<file path="src/rtl/seq_match_ctrl_if.sv">
// Bus bundle for seq_match_ctrl.
// Carries the host configuration and control inputs, the valid-qualified byte stream, and the
// controller status outputs.
// master: host/stream side (drives config, control and stream).
// slave : controller side (drives busy, seq_dec, match_cnt, done).
interface seq_match_ctrl_if #(
    parameter int unsigned DW    = 8,
    parameter int unsigned PLEN  = 4,
    parameter int unsigned CNT_W = 8
);
    localparam int unsigned AW = (PLEN > 1) ? $clog2(PLEN) : 1;

    logic             cfg_we;
    logic [AW-1:0]    cfg_addr;
    logic [DW-1:0]    cfg_data;
    logic             overlap;
    logic [CNT_W-1:0] target;
    logic             start;
    logic             abort;
    logic             valid;
    logic [DW-1:0]    data_in;
    logic             busy;
    logic             seq_dec;
    logic [CNT_W-1:0] match_cnt;
    logic             done;

    modport master (
        output cfg_we, cfg_addr, cfg_data, overlap, target, start, abort, valid, data_in,
        input  busy, seq_dec, match_cnt, done
    );

    modport slave (
        input  cfg_we, cfg_addr, cfg_data, overlap, target, start, abort, valid, data_in,
        output busy, seq_dec, match_cnt, done
    );
endinterface

</file>
<file path="src/rtl/seq_match_ctrl.sv">
// Programmable sequence-match controller.
// It detects a programmable PLEN-character pattern on a valid-qualified byte stream.
// The match policy can be overlapping or non-overlapping.
// It counts matches and stops after a programmed target count.
// Ports:
//   clk  : clock, rising edge.
//   rst  : asynchronous active-high reset.
//   bus  : slave modport of seq_match_ctrl_if, which carries:
//            - configuration: cfg_we, cfg_addr, cfg_data
//            - control: overlap, target, start, abort
//            - stream: valid, data_in
//            - status: busy, seq_dec, match_cnt, done
module seq_match_ctrl #(
    parameter int unsigned DW    = 8,
    parameter int unsigned PLEN  = 4,
    parameter int unsigned CNT_W = 8
) (
    input  logic              clk,
    input  logic              rst,
    seq_match_ctrl_if.slave   bus
);
    localparam int unsigned AW = (PLEN > 1) ? $clog2(PLEN) : 1;
    localparam int unsigned FW = $clog2(PLEN + 1);

    typedef enum logic [1:0] {
        IDLE  = 2'd0,
        ARMED = 2'd1,
        DONE  = 2'd2
    } state_t;

    state_t           state_q, state_d;
    logic [DW-1:0]    pat_q      [PLEN];
    logic [DW-1:0]    hist_q     [PLEN];
    logic [DW-1:0]    hist_d     [PLEN];
    logic [DW-1:0]    hist_shift [PLEN];
    logic [FW-1:0]    fill_q, fill_d, fill_inc;
    logic             overlap_q, overlap_d;
    logic [CNT_W-1:0] target_q, target_d;
    logic [CNT_W-1:0] cnt_q, cnt_d, cnt_inc;
    logic             busy_q, busy_d;
    logic             seq_dec_q, seq_dec_d;
    logic             done_q, done_d;
    logic             arm, accept, hit, match, reach;

    // Power-up pattern: "BCCB" for the 4-character build, all zeros otherwise.
    function automatic logic [DW-1:0] rst_char(input int unsigned idx);
        if (PLEN != 4) return '0;
        return (idx == 0 || idx == 3) ? DW'(8'h42) : DW'(8'h43);
    endfunction

    // Shifted history and match test on the post-shift view.
    always_comb begin
        for (int i = 0; i < int'(PLEN) - 1; i++) begin
            hist_shift[AW'(i)] = hist_q[AW'(i + 1)];
        end
        hist_shift[AW'(PLEN - 1)] = bus.data_in;
        fill_inc = (fill_q == FW'(PLEN)) ? fill_q : fill_q + FW'(1);
        cnt_inc  = (cnt_q == '1) ? cnt_q : cnt_q + CNT_W'(1);
        hit      = (fill_inc == FW'(PLEN));
        for (int i = 0; i < int'(PLEN); i++) begin
            if (hist_shift[AW'(i)] != pat_q[AW'(i)]) hit = 1'b0;
        end
    end

    // Abort dominates start; start is only meaningful outside ARMED.
    assign arm    = (state_q != ARMED) && bus.start && !bus.abort;
    assign accept = (state_q == ARMED) && !bus.abort && bus.valid;
    assign match  = accept && hit;
    assign reach  = match && (target_q != '0) && (cnt_inc == target_q);

    // State register.
    always_ff @(posedge clk or posedge rst) begin
        if (rst) state_q <= IDLE;
        else     state_q <= state_d;
    end

    // Next-state logic.
    always_comb begin
        state_d = state_q;
        case (state_q)
            IDLE, DONE: if (arm) state_d = ARMED;
            ARMED: begin
                if (bus.abort)  state_d = IDLE;
                else if (reach) state_d = DONE;
            end
            default: state_d = IDLE;
        endcase
    end

    // Next values for the registered outputs and matcher datapath.
    always_comb begin
        hist_d    = hist_q;
        fill_d    = fill_q;
        cnt_d     = cnt_q;
        overlap_d = overlap_q;
        target_d  = target_q;
        done_d    = done_q;
        seq_dec_d = 1'b0;
        busy_d    = (state_d == ARMED);
        if (arm) begin
            for (int i = 0; i < int'(PLEN); i++) hist_d[AW'(i)] = '0;
            fill_d    = '0;
            cnt_d     = '0;
            done_d    = 1'b0;
            overlap_d = bus.overlap;
            target_d  = bus.target;
        end else if (accept) begin
            hist_d = hist_shift;
            fill_d = fill_inc;
            if (hit) begin
                seq_dec_d = 1'b1;
                cnt_d     = cnt_inc;
                // Non-overlap: the next match must be built from fresh characters.
                if (!overlap_q) fill_d = '0;
                if (reach)      done_d = 1'b1;
            end
        end
    end

    // Datapath and output registers; pattern writes are locked out while ARMED.
    always_ff @(posedge clk or posedge rst) begin
        if (rst) begin
            for (int i = 0; i < int'(PLEN); i++) begin
                pat_q[AW'(i)]  <= rst_char(i);
                hist_q[AW'(i)] <= '0;
            end
            fill_q    <= '0;
            cnt_q     <= '0;
            overlap_q <= 1'b0;
            target_q  <= '0;
            done_q    <= 1'b0;
            seq_dec_q <= 1'b0;
            busy_q    <= 1'b0;
        end else begin
            if (bus.cfg_we && state_q != ARMED && int'(bus.cfg_addr) < int'(PLEN)) begin
                pat_q[bus.cfg_addr] <= bus.cfg_data;
            end
            hist_q    <= hist_d;
            fill_q    <= fill_d;
            cnt_q     <= cnt_d;
            overlap_q <= overlap_d;
            target_q  <= target_d;
            done_q    <= done_d;
            seq_dec_q <= seq_dec_d;
            busy_q    <= busy_d;
        end
    end

    assign bus.busy      = busy_q;
    assign bus.seq_dec   = seq_dec_q;
    assign bus.match_cnt = cnt_q;
    assign bus.done      = done_q;
endmodule

</file>
<file path="src/flat_wrapper.sv">
// flat-port wrapper written by rule: the top's interface ports become plain ports
module seq_match_ctrl_flat 
#(
    parameter int unsigned DW    = 8,
    parameter int unsigned PLEN  = 4,
    parameter int unsigned CNT_W = 8
)
  (clk, rst, bus_cfg_we, bus_cfg_addr, bus_cfg_data, bus_overlap, bus_target, bus_start, bus_abort, bus_valid, bus_data_in, bus_busy, bus_seq_dec, bus_match_cnt, bus_done);
  seq_match_ctrl_if #(.DW(DW), .PLEN(PLEN), .CNT_W(CNT_W)) bus_i ();
  input  logic clk;
  input  logic rst;
  input wire logic [$bits(bus_i.cfg_we)-1:0] bus_cfg_we;
  input wire logic [$bits(bus_i.cfg_addr)-1:0] bus_cfg_addr;
  input wire logic [$bits(bus_i.cfg_data)-1:0] bus_cfg_data;
  input wire logic [$bits(bus_i.overlap)-1:0] bus_overlap;
  input wire logic [$bits(bus_i.target)-1:0] bus_target;
  input wire logic [$bits(bus_i.start)-1:0] bus_start;
  input wire logic [$bits(bus_i.abort)-1:0] bus_abort;
  input wire logic [$bits(bus_i.valid)-1:0] bus_valid;
  input wire logic [$bits(bus_i.data_in)-1:0] bus_data_in;
  output wire logic [$bits(bus_i.busy)-1:0] bus_busy;
  output wire logic [$bits(bus_i.seq_dec)-1:0] bus_seq_dec;
  output wire logic [$bits(bus_i.match_cnt)-1:0] bus_match_cnt;
  output wire logic [$bits(bus_i.done)-1:0] bus_done;
  assign bus_i.cfg_we = bus_cfg_we;
  assign bus_i.cfg_addr = bus_cfg_addr;
  assign bus_i.cfg_data = bus_cfg_data;
  assign bus_i.overlap = bus_overlap;
  assign bus_i.target = bus_target;
  assign bus_i.start = bus_start;
  assign bus_i.abort = bus_abort;
  assign bus_i.valid = bus_valid;
  assign bus_i.data_in = bus_data_in;
  assign bus_busy = bus_i.busy;
  assign bus_seq_dec = bus_i.seq_dec;
  assign bus_match_cnt = bus_i.match_cnt;
  assign bus_done = bus_i.done;
  seq_match_ctrl #(.DW(DW), .PLEN(PLEN), .CNT_W(CNT_W)) u_core (.clk(clk), .rst(rst), .bus(bus_i));
endmodule
</file>
<file path="config.mk">
export PLATFORM = sky130hd
export DESIGN_NAME = seq_match_ctrl_flat
export DESIGN_NICKNAME = d
export VERILOG_FILES = /design/src/rtl/seq_match_ctrl_if.sv /design/src/rtl/seq_match_ctrl.sv /design/src/flat_wrapper.sv
export SDC_FILE = /design/constraint.sdc
export NUM_CORES = 1
export LEC_CHECK = 0
export CORE_AREA = 2 2 63 65
export CTS_CLUSTER_SIZE = 28
export DETAILED_ROUTE_END_ITERATION = 7
export DIE_AREA = 0 0 65 67
export GPL_TIMING_DRIVEN = 0
export PLACE_DENSITY = 0.88
export RECOVER_POWER = 100
export SYNTH_ARGS = -nofsm -noshare
export SYNTH_HDL_FRONTEND = slang
export SYNTH_SLANG_ARGS = --single-unit
export TNS_END_PERCENT = 10
</file>
<file path="constraint.sdc">
create_clock -name clk -period 5.3 [get_ports clk]
set_clock_uncertainty 0.2 [all_clocks]
set_input_delay 1.06 -clock clk [delete_from_list [all_inputs] [get_ports clk]]
set_output_delay 1.06 -clock clk [all_outputs]
set_load 0.05 [all_outputs]
</file>
==> results of run 1 <==
## final timing paths
path / start / endpoint / slack [ps] / cells past startpoint
setup / recovery: bus_abort / u_core.state_q[0] / 1830 / 6
hold / removal: u_core.state_q[1] / u_core.state_q[1] / 260 / 1
setup reg to reg: u_core.bus.match_cnt[0] / u_core.state_q[0] / 2380 / 8
hold reg to reg: u_core.state_q[1] / u_core.state_q[1] / 260 / 1
max in group asynchronous: rst / u_core.pat_q[29] / 2470 / 3
min in group asynchronous: rst / u_core.pat_q[27] / 890 / 2
## layout make-up
type / count / share of cell area [%]
multi-input combinational: 133 / 38.9
tap: 48 / 2.62
sequential: 33 / 36.2
buffer: 9 / 1.75
inverter: 7 / 1.15
timing repair buffer: 36 / 15.5
clock buffer: 8 / 3.93
## kinds of logic after synthesis
group / Yosys count / share of synthesized area (%)
multiplexers: 12 / 7.32
flip-flops: 33 / 46.2
AO/OA/AOI/OAI: 37 / 15.4
adder cells (fa/ha/maj): 3 / 2.09
XOR/XNOR: 5 / 2.44
buffers and inverters: 16 / 3.70
AND/OR/NAND/NOR: 76 / 22.9
## critical path: stages
cell	delay, ps
dlygate4sd3_1	550
or3b_1	460
nor4b_4	500
o211ai_1	230
a2111oi_4	430
o22ai_1	170
## where the power goes
group / total (W) / switching (W) / internal, W / leakage (nW)
registers: 0.000318 / 0.0000285 / 0.000289 / 0.424
clock network: 0.000194 / 0.0000879 / 0.000106 / 0.0455
logic: 0.000117 / 0.0000554 / 0.0000614 / 0.539
total: 0.000628 / 0.000172 / 0.000457 / 1.01
## metal layers
metal | up-vias | track usage [%] | part of all wire (%) | routed length [um]
met2 | 38 | 35.7 | 48 | 1820
met4 | 0 | 9.31 | 1.9 | 73
met5 | - | 0 | 0 | 0
met3 | 7 | 5.57 | 4.7 | 176
li1 | 747 | - | - | -
met1 | 733 | 25.8 | 45 | 1700
## flip-flops by register name (all words and copies together) (netlist names)
name / cells
u_core.bus.busy: 1
u_core.fill_q: 3
u_core.bus.done: 1
u_core.bus.seq_dec: 1
u_core.state_q: 2
u_core.bus.match_cnt: 8
u_core.pat_q: 8
u_core.overlap_q: 1
u_core.target_q: 8
## cell usage in the layout, fill, tap and decap left out, types with 2 or more instances in the layout
| cell type | netlist | routed |
|---|---|---|
| mux2i_1 | 3 | 3 |
| dlygate4sd3_1 | 0 | 14 |
| o31ai_1 | 4 | 4 |
| nand2_1 | 33 | 33 |
| buf_2 | 4 | 4 |
| dfstp_2 | 2 | 2 |
| and3_1 | 5 | 5 |
| nor4_1 | 4 | 4 |
| clkbuf_8 | 0 | 6 |
| a21oi_1 | 9 | 9 |
| ha_1 | 3 | 3 |
| a311oi_1 | 4 | 4 |
| xor2_1 | 2 | 2 |
| inv_1 | 7 | 6 |
| dfrtp_1 | 31 | 31 |
| nor2_1 | 4 | 4 |
| clkdlybuf4s50_1 | 0 | 21 |
| a32o_1 | 2 | 2 |
| xnor2_1 | 3 | 3 |
| nor3_1 | 2 | 2 |
| nand4_1 | 3 | 3 |
| nand2b_1 | 4 | 4 |
| nand3b_1 | 2 | 2 |
| o21ai_0 | 6 | 6 |
| nand3_1 | 5 | 5 |
| and2_1 | 2 | 2 |
| o22ai_1 | 2 | 2 |
| o211ai_1 | 2 | 3 |
| mux2_2 | 9 | 9 |
| or2_2 | 2 | 2 |
| clkbuf_1 | 4 | 7 |
## synthesized netlist by cell type (3+ instances only)
| master | number | area, um^2 |
|---|---|---|
| buf_2 | 4 | 20.0 |
| and3_1 | 5 | 31.3 |
| clkbuf_1 | 4 | 15.0 |
| mux2i_1 | 3 | 30.0 |
| a21oi_1 | 9 | 45.0 |
| nand2b_1 | 4 | 25.0 |
| a311oi_1 | 4 | 35.0 |
| ha_1 | 3 | 37.5 |
| xnor2_1 | 3 | 26.3 |
| o21ai_0 | 6 | 30.0 |
| o31ai_1 | 4 | 30.0 |
| nand2_1 | 33 | 124 |
| nor2_1 | 4 | 15.0 |
| dfrtp_1 | 31 | 776 |
| nor4_1 | 4 | 25.0 |
| nand3_1 | 5 | 25.0 |
| mux2_2 | 9 | 101 |
| nand4_1 | 3 | 18.8 |
| inv_1 | 7 | 26.3 |
## metrics by stage
| step | utilization (%) | hold WS [ps] | instances | total power [W] |
|---|---|---|---|---|
| final | 63.5 | 263 | 274 | 0.000628 |
| after global routing | 63.5 | 268 | 274 | 0.000664 |
| after CTS | 63.6 | 257 | 273 | 0.000634 |
| after detailed placement | 61.1 | 254 | 265 | 0.000439 |
| after global placement | 61.1 | 237 | 265 | 0.000433 |
| after floorplan | - | 224 | 182 | 0.000397 |
==> impl_metrics.py, run 1 <==
metrics = {
    "status": {
        "status": "finished, final reports clean",
    },
    "clock_tree": {
        "postCtsSetupBuffers": 0,
        "cts.sink_count": 33,
        "htree_levels": 2,
        "cts_resized": 0,
        "root_buffer": "clkbuf_8",
        "ctsHoldBuffers": 0,
        "cts_made_buffers": 5,
        "clock_path_buffers": 2,
        "clk_pin_slew_worst_paths_ps": 60,
        "clkLatencyLatePin_ps": 290,
        "cts_tree": "done",
    },
    "finish": {
        "antennaDiodeCount": 0,
        "drive_gt1_share_pct": 11.9,
        "regArea_um2": 828,
        "fill_cells": 299,
        "areaGrowthSynthToFinish_pct": 27.7,
        "nets": 261,
        "final_area_um2": 2290,
        "multi_input_area_um2": 892,
    },
    "sta": {
        "fin_crit_sh_pct": 65.4,
        "maxSlewHeadroom_pct": 6.02,
        "tightest_slew_ps": 1410,
        "layout_setup_ws_ps": 1830,
        "finalSetupTns_ps": 0,
        "rsz0062_at_grt": "false",
        "finalCriticalPeriod_ps": 3470,
        "max_freq_ghz": 0.288,
        "hold_viol": 0,
        "drv_slew": 0,
        "setup_viol": 0,
    },
    "synth": {
        "yosysSeqAreaShare_pct": 46.2,
        "syn_area_per_cell_um2": 9.86,
        "synth_edf_count": 0,
        "ys_types": 47,
        "syn_area_um2": 1790,
        "ys_async_sr_fraction_pct": 100,
        "ys_warn_count": 8,
        "syn_inst": 182,
        "syn_nets": 218,
        "synthFlopType": "dfrtp_1",
        "ys_seq_elements": 33,
    },
    "placed_design": {
        "globalplace.congestion": 0.932,
        "dpl.hpwl_mm": 2.88,
        "dpl_cell_area_um2": 2200,
        "dp_slack_ps": 1770,
        "numPortBuffers": 35,
    },
    "pwr": {
        "p_leak_nw": 1.01,
        "powerDensity_nw_per_um2": 274,
        "peakVddDrop_mv": 0.141,
    },
    "global_routing": {
        "grt_max_degree": 34,
        "grt_remaining_overflow": 0,
        "grt_pass1_vias": 1549,
        "grt_first_pass_wirelength_mm": 6.92,
        "grt_use_total_pct": 21.3,
        "antenna_found_initial": 0,
    },
    "route": {
        "vias": 1525,
        "drt_iter0_markers": 95,
        "drcViolationCount": 0,
        "ant_nets": 0,
        "first_pass_iters": 4,
        "wire_per_inst_um": 13.7,
        "drt-total-wl_mm": 3.77,
        "routed_via_density": 5.57,
    },
    "floorplanning": {
        "rows": 22,
        "die_x_um": 65,
        "start_util_pct": 49.8,
        "die_height_um": 67,
        "ios": 44,
        "die-area_um2": 4360,
        "core_area_um2": 3610,
    },
    "critical_path": {
        "critical_path_required_ps": 5240,
        "cp-end-kind": "register",
        "worstSetupPathType": "primary input to register",
        "critPathLaunchType": "primary input",
        "critPathArrivalTime_ps": 3410,
        "crit_fanout": 9,
    },
    "run": {
        "cap_violations": 0,
    },
    "hold_path": {
        "hold_class": "register to register",
    },
}
Power figures use the tool's default switching activity.
==> run 2: changes to the inputs <==
--- a/config.mk
+++ b/config.mk
@@ -5,12 +5,12 @@
 export SDC_FILE = /design/constraint.sdc
 export NUM_CORES = 1
 export LEC_CHECK = 0
-export CORE_AREA = 2 2 63 65
+export CORE_AREA = 2 2 67 69
 export CTS_CLUSTER_SIZE = 28
 export DETAILED_ROUTE_END_ITERATION = 7
-export DIE_AREA = 0 0 65 67
+export DIE_AREA = 0 0 69 71
 export GPL_TIMING_DRIVEN = 0
-export PLACE_DENSITY = 0.88
+export PLACE_DENSITY = 0.83
 export RECOVER_POWER = 100
 export SYNTH_ARGS = -nofsm -noshare
 export SYNTH_HDL_FRONTEND = slang
==> constraint.sdc (replaced) <==
create_clock -name clk -period 3.1 [get_ports clk]
set_clock_uncertainty 0.2 [all_clocks]
set_input_delay 0.62 -clock clk [delete_from_list [all_inputs] [get_ports clk]]
set_output_delay 0.62 -clock clk [all_outputs]
set_load 0.05 [all_outputs]
==> run 2 against run 1 <==
Die area rose by 12%. Power rose by 83%. Sequential power rose by 70%. Core utilization fell by 8.1 points. First-iteration DRC count fell by 2.1%. Clock power rose by 110%. Routed wire length fell by 0.82%. Sequential cell count did not move. Global-route usage fell by 4.1 points. Cell count rose by 1.5%. Critical path type unchanged. Critical endpoint unchanged. Largest cell class unchanged.
==> impl_metrics.py, run 2 (synthesis results as in run 1) <==
metrics = {
    "sta": {
        "layout_setup_ws_ps": 197,
        "tightest_slew_ps": 893,
        "setup_viol": 0,
        "rsz0062_at_grt": "false",
        "max_freq_ghz": 0.345,
        "finalSetupTns_ps": 0,
        "finalCriticalPeriod_ps": 2900,
        "maxSlewHeadroom_pct": 40.5,
        "fin_crit_sh_pct": 93.6,
        "drv_slew": 0,
        "hold_viol": 0,
    },
    "critical_path": {
        "critPathArrivalTime_ps": 2850,
        "worstSetupPathType": "primary input to register",
        "worstPathCellList": "clkdlybuf4s50_1, or3b_1, nor4b_4, o211ai_2, a2111oi_4, o22ai_1",
        "cp-end-kind": "register",
        "crit_fanout": 9,
        "critical_path_required_ps": 3040,
        "reg2reg_slack_ps": 330,
        "cp_slowest_cell": "nor4b_4",
        "max_stage_delay_ps": 530,
        "critPathLaunchType": "primary input",
    },
    "finish": {
        "drive_gt1_share_pct": 13.3,
        "nets": 261,
        "areaGrowthSynthToFinish_pct": 29.8,
        "fin_util_pct": 55.4,
        "layout_commonest_cell": "nand2_1",
        "antennaDiodeCount": 0,
        "layout_common_cells": "33 x nand2_1, 30 x dfrtp_1, 22 x clkdlybuf4s50_1",
        "stdcell_count": 278,
    },
    "floorplanning": {
        "die_height_um": 71,
        "core_area_um2": 4200,
        "start_util_pct": 42.7,
        "die-area_um2": 4900,
        "die_x_um": 69,
        "rows": 24,
        "ios": 44,
    },
    "route": {
        "routed_via_density": 5.43,
        "wire_per_inst_um": 13.4,
        "drt_iter0_markers": 93,
        "vias": 1510,
        "drcViolationCount": 0,
        "first_pass_iters": 4,
        "ant_nets": 0,
        "drt-total-wl_mm": 3.74,
    },
    "global_routing": {
        "grt_use_total_pct": 17.2,
        "use_met3_pct": 3.28,
        "grt_pass1_vias": 1448,
        "grt_first_pass_wirelength_mm": 6.67,
        "grt.busiest_layer": "met2",
        "grt_remaining_overflow": 0,
        "use_met1_pct": 22.3,
        "antenna_found_initial": 0,
        "met2_usage_pct": 26.5,
        "grt_max_degree": 34,
    },
    "clock_tree": {
        "postCtsSetupBuffers": 0,
        "root_buffer": "clkbuf_8",
        "clk_pin_slew_worst_paths_ps": 60,
        "cts_tree": "done",
        "clkLatencyLatePin_ps": 290,
        "ctsHoldBuffers": 0,
        "clock_path_buffers": 2,
        "cts.sink_count": 33,
        "cts_made_buffers": 5,
        "htree_levels": 2,
        "cts_resized": 0,
    },
    "pwr": {
        "p_leak_nw": 1.02,
        "total_power_w": 0.00115,
        "peakVddDrop_mv": 0.262,
        "powerDensity_nw_per_um2": 495,
    },
    "placed_design": {
        "globalplace.congestion": 0.957,
        "numPortBuffers": 35,
        "dp_cells": 269,
        "dpl.hpwl_mm": 2.74,
        "dp_slack_ps": 3.52,
    },
    "status": {
        "status": "finished, final reports clean",
    },
    "run": {
        "cap_violations": 0,
    },
    "hold_path": {
        "hold_class": "register to register",
    },
}
==> run 2: stage by stage <==
stage | hold WS (ps) | instance area [um^2]
after floorplan | 224 | 1790
after global placement | 237 | 2210
after detailed placement | 241 | 2210
after CTS | 250 | 2330
after global routing | 275 | 2330
final | 247 | 2330
==> run 2: metal layers <==
metal | up-vias | part of all wire (%) | routed length, um
met4 | 0 | 3.7 | 140
met2 | 42 | 46 | 1720
met5 | - | 0 | 0
met3 | 14 | 4.7 | 175
li1 | 744 | - | -
met1 | 710 | 45 | 1700
==> run 2: path summary, 6_finish.rpt <==
check	from	endpoint	cells past startpoint
max	bus_abort	u_core.state_q[0]	6
min	u_core.state_q[1]	u_core.state_q[1]	1
max reg2reg	u_core.bus.match_cnt[1]	u_core.state_q[0]	8
min reg2reg	u_core.state_q[1]	u_core.state_q[1]	1
max in group asynchronous	rst	u_core.bus.match_cnt[0]	3
min in group asynchronous	rst	u_core.bus.done	2
==> run 2: layout make-up <==
type | instances | area, um^2
plain buffers | 9 | 40.0
clock buffers | 7 | 86.3
clock inverters | 1 | 30.0
fillers | 380 | 1880
inverters | 7 | 26.3
multi-input cells | 133 | 897
flip-flops and latches | 33 | 830
well taps | 52 | 65.1
repair buffers | 36 | 354
==> run 2: worst max-delay path: cells and delay by family <==
family	cells	cell delay, ps
AOI/OAI and AO/OA	3	800
buffers and inverters	1	440
and+or+nand+nor	2	990
==> run 2: power by group <==
part | leakage, nW | internal, W | switching [W]
sequential | 0.422 | 0.000495 | 0.0000469
combinational | 0.539 | 0.000104 | 0.0000935
clock | 0.0585 | 0.000262 | 0.000151
total | 1.02 | 0.000861 | 0.000291
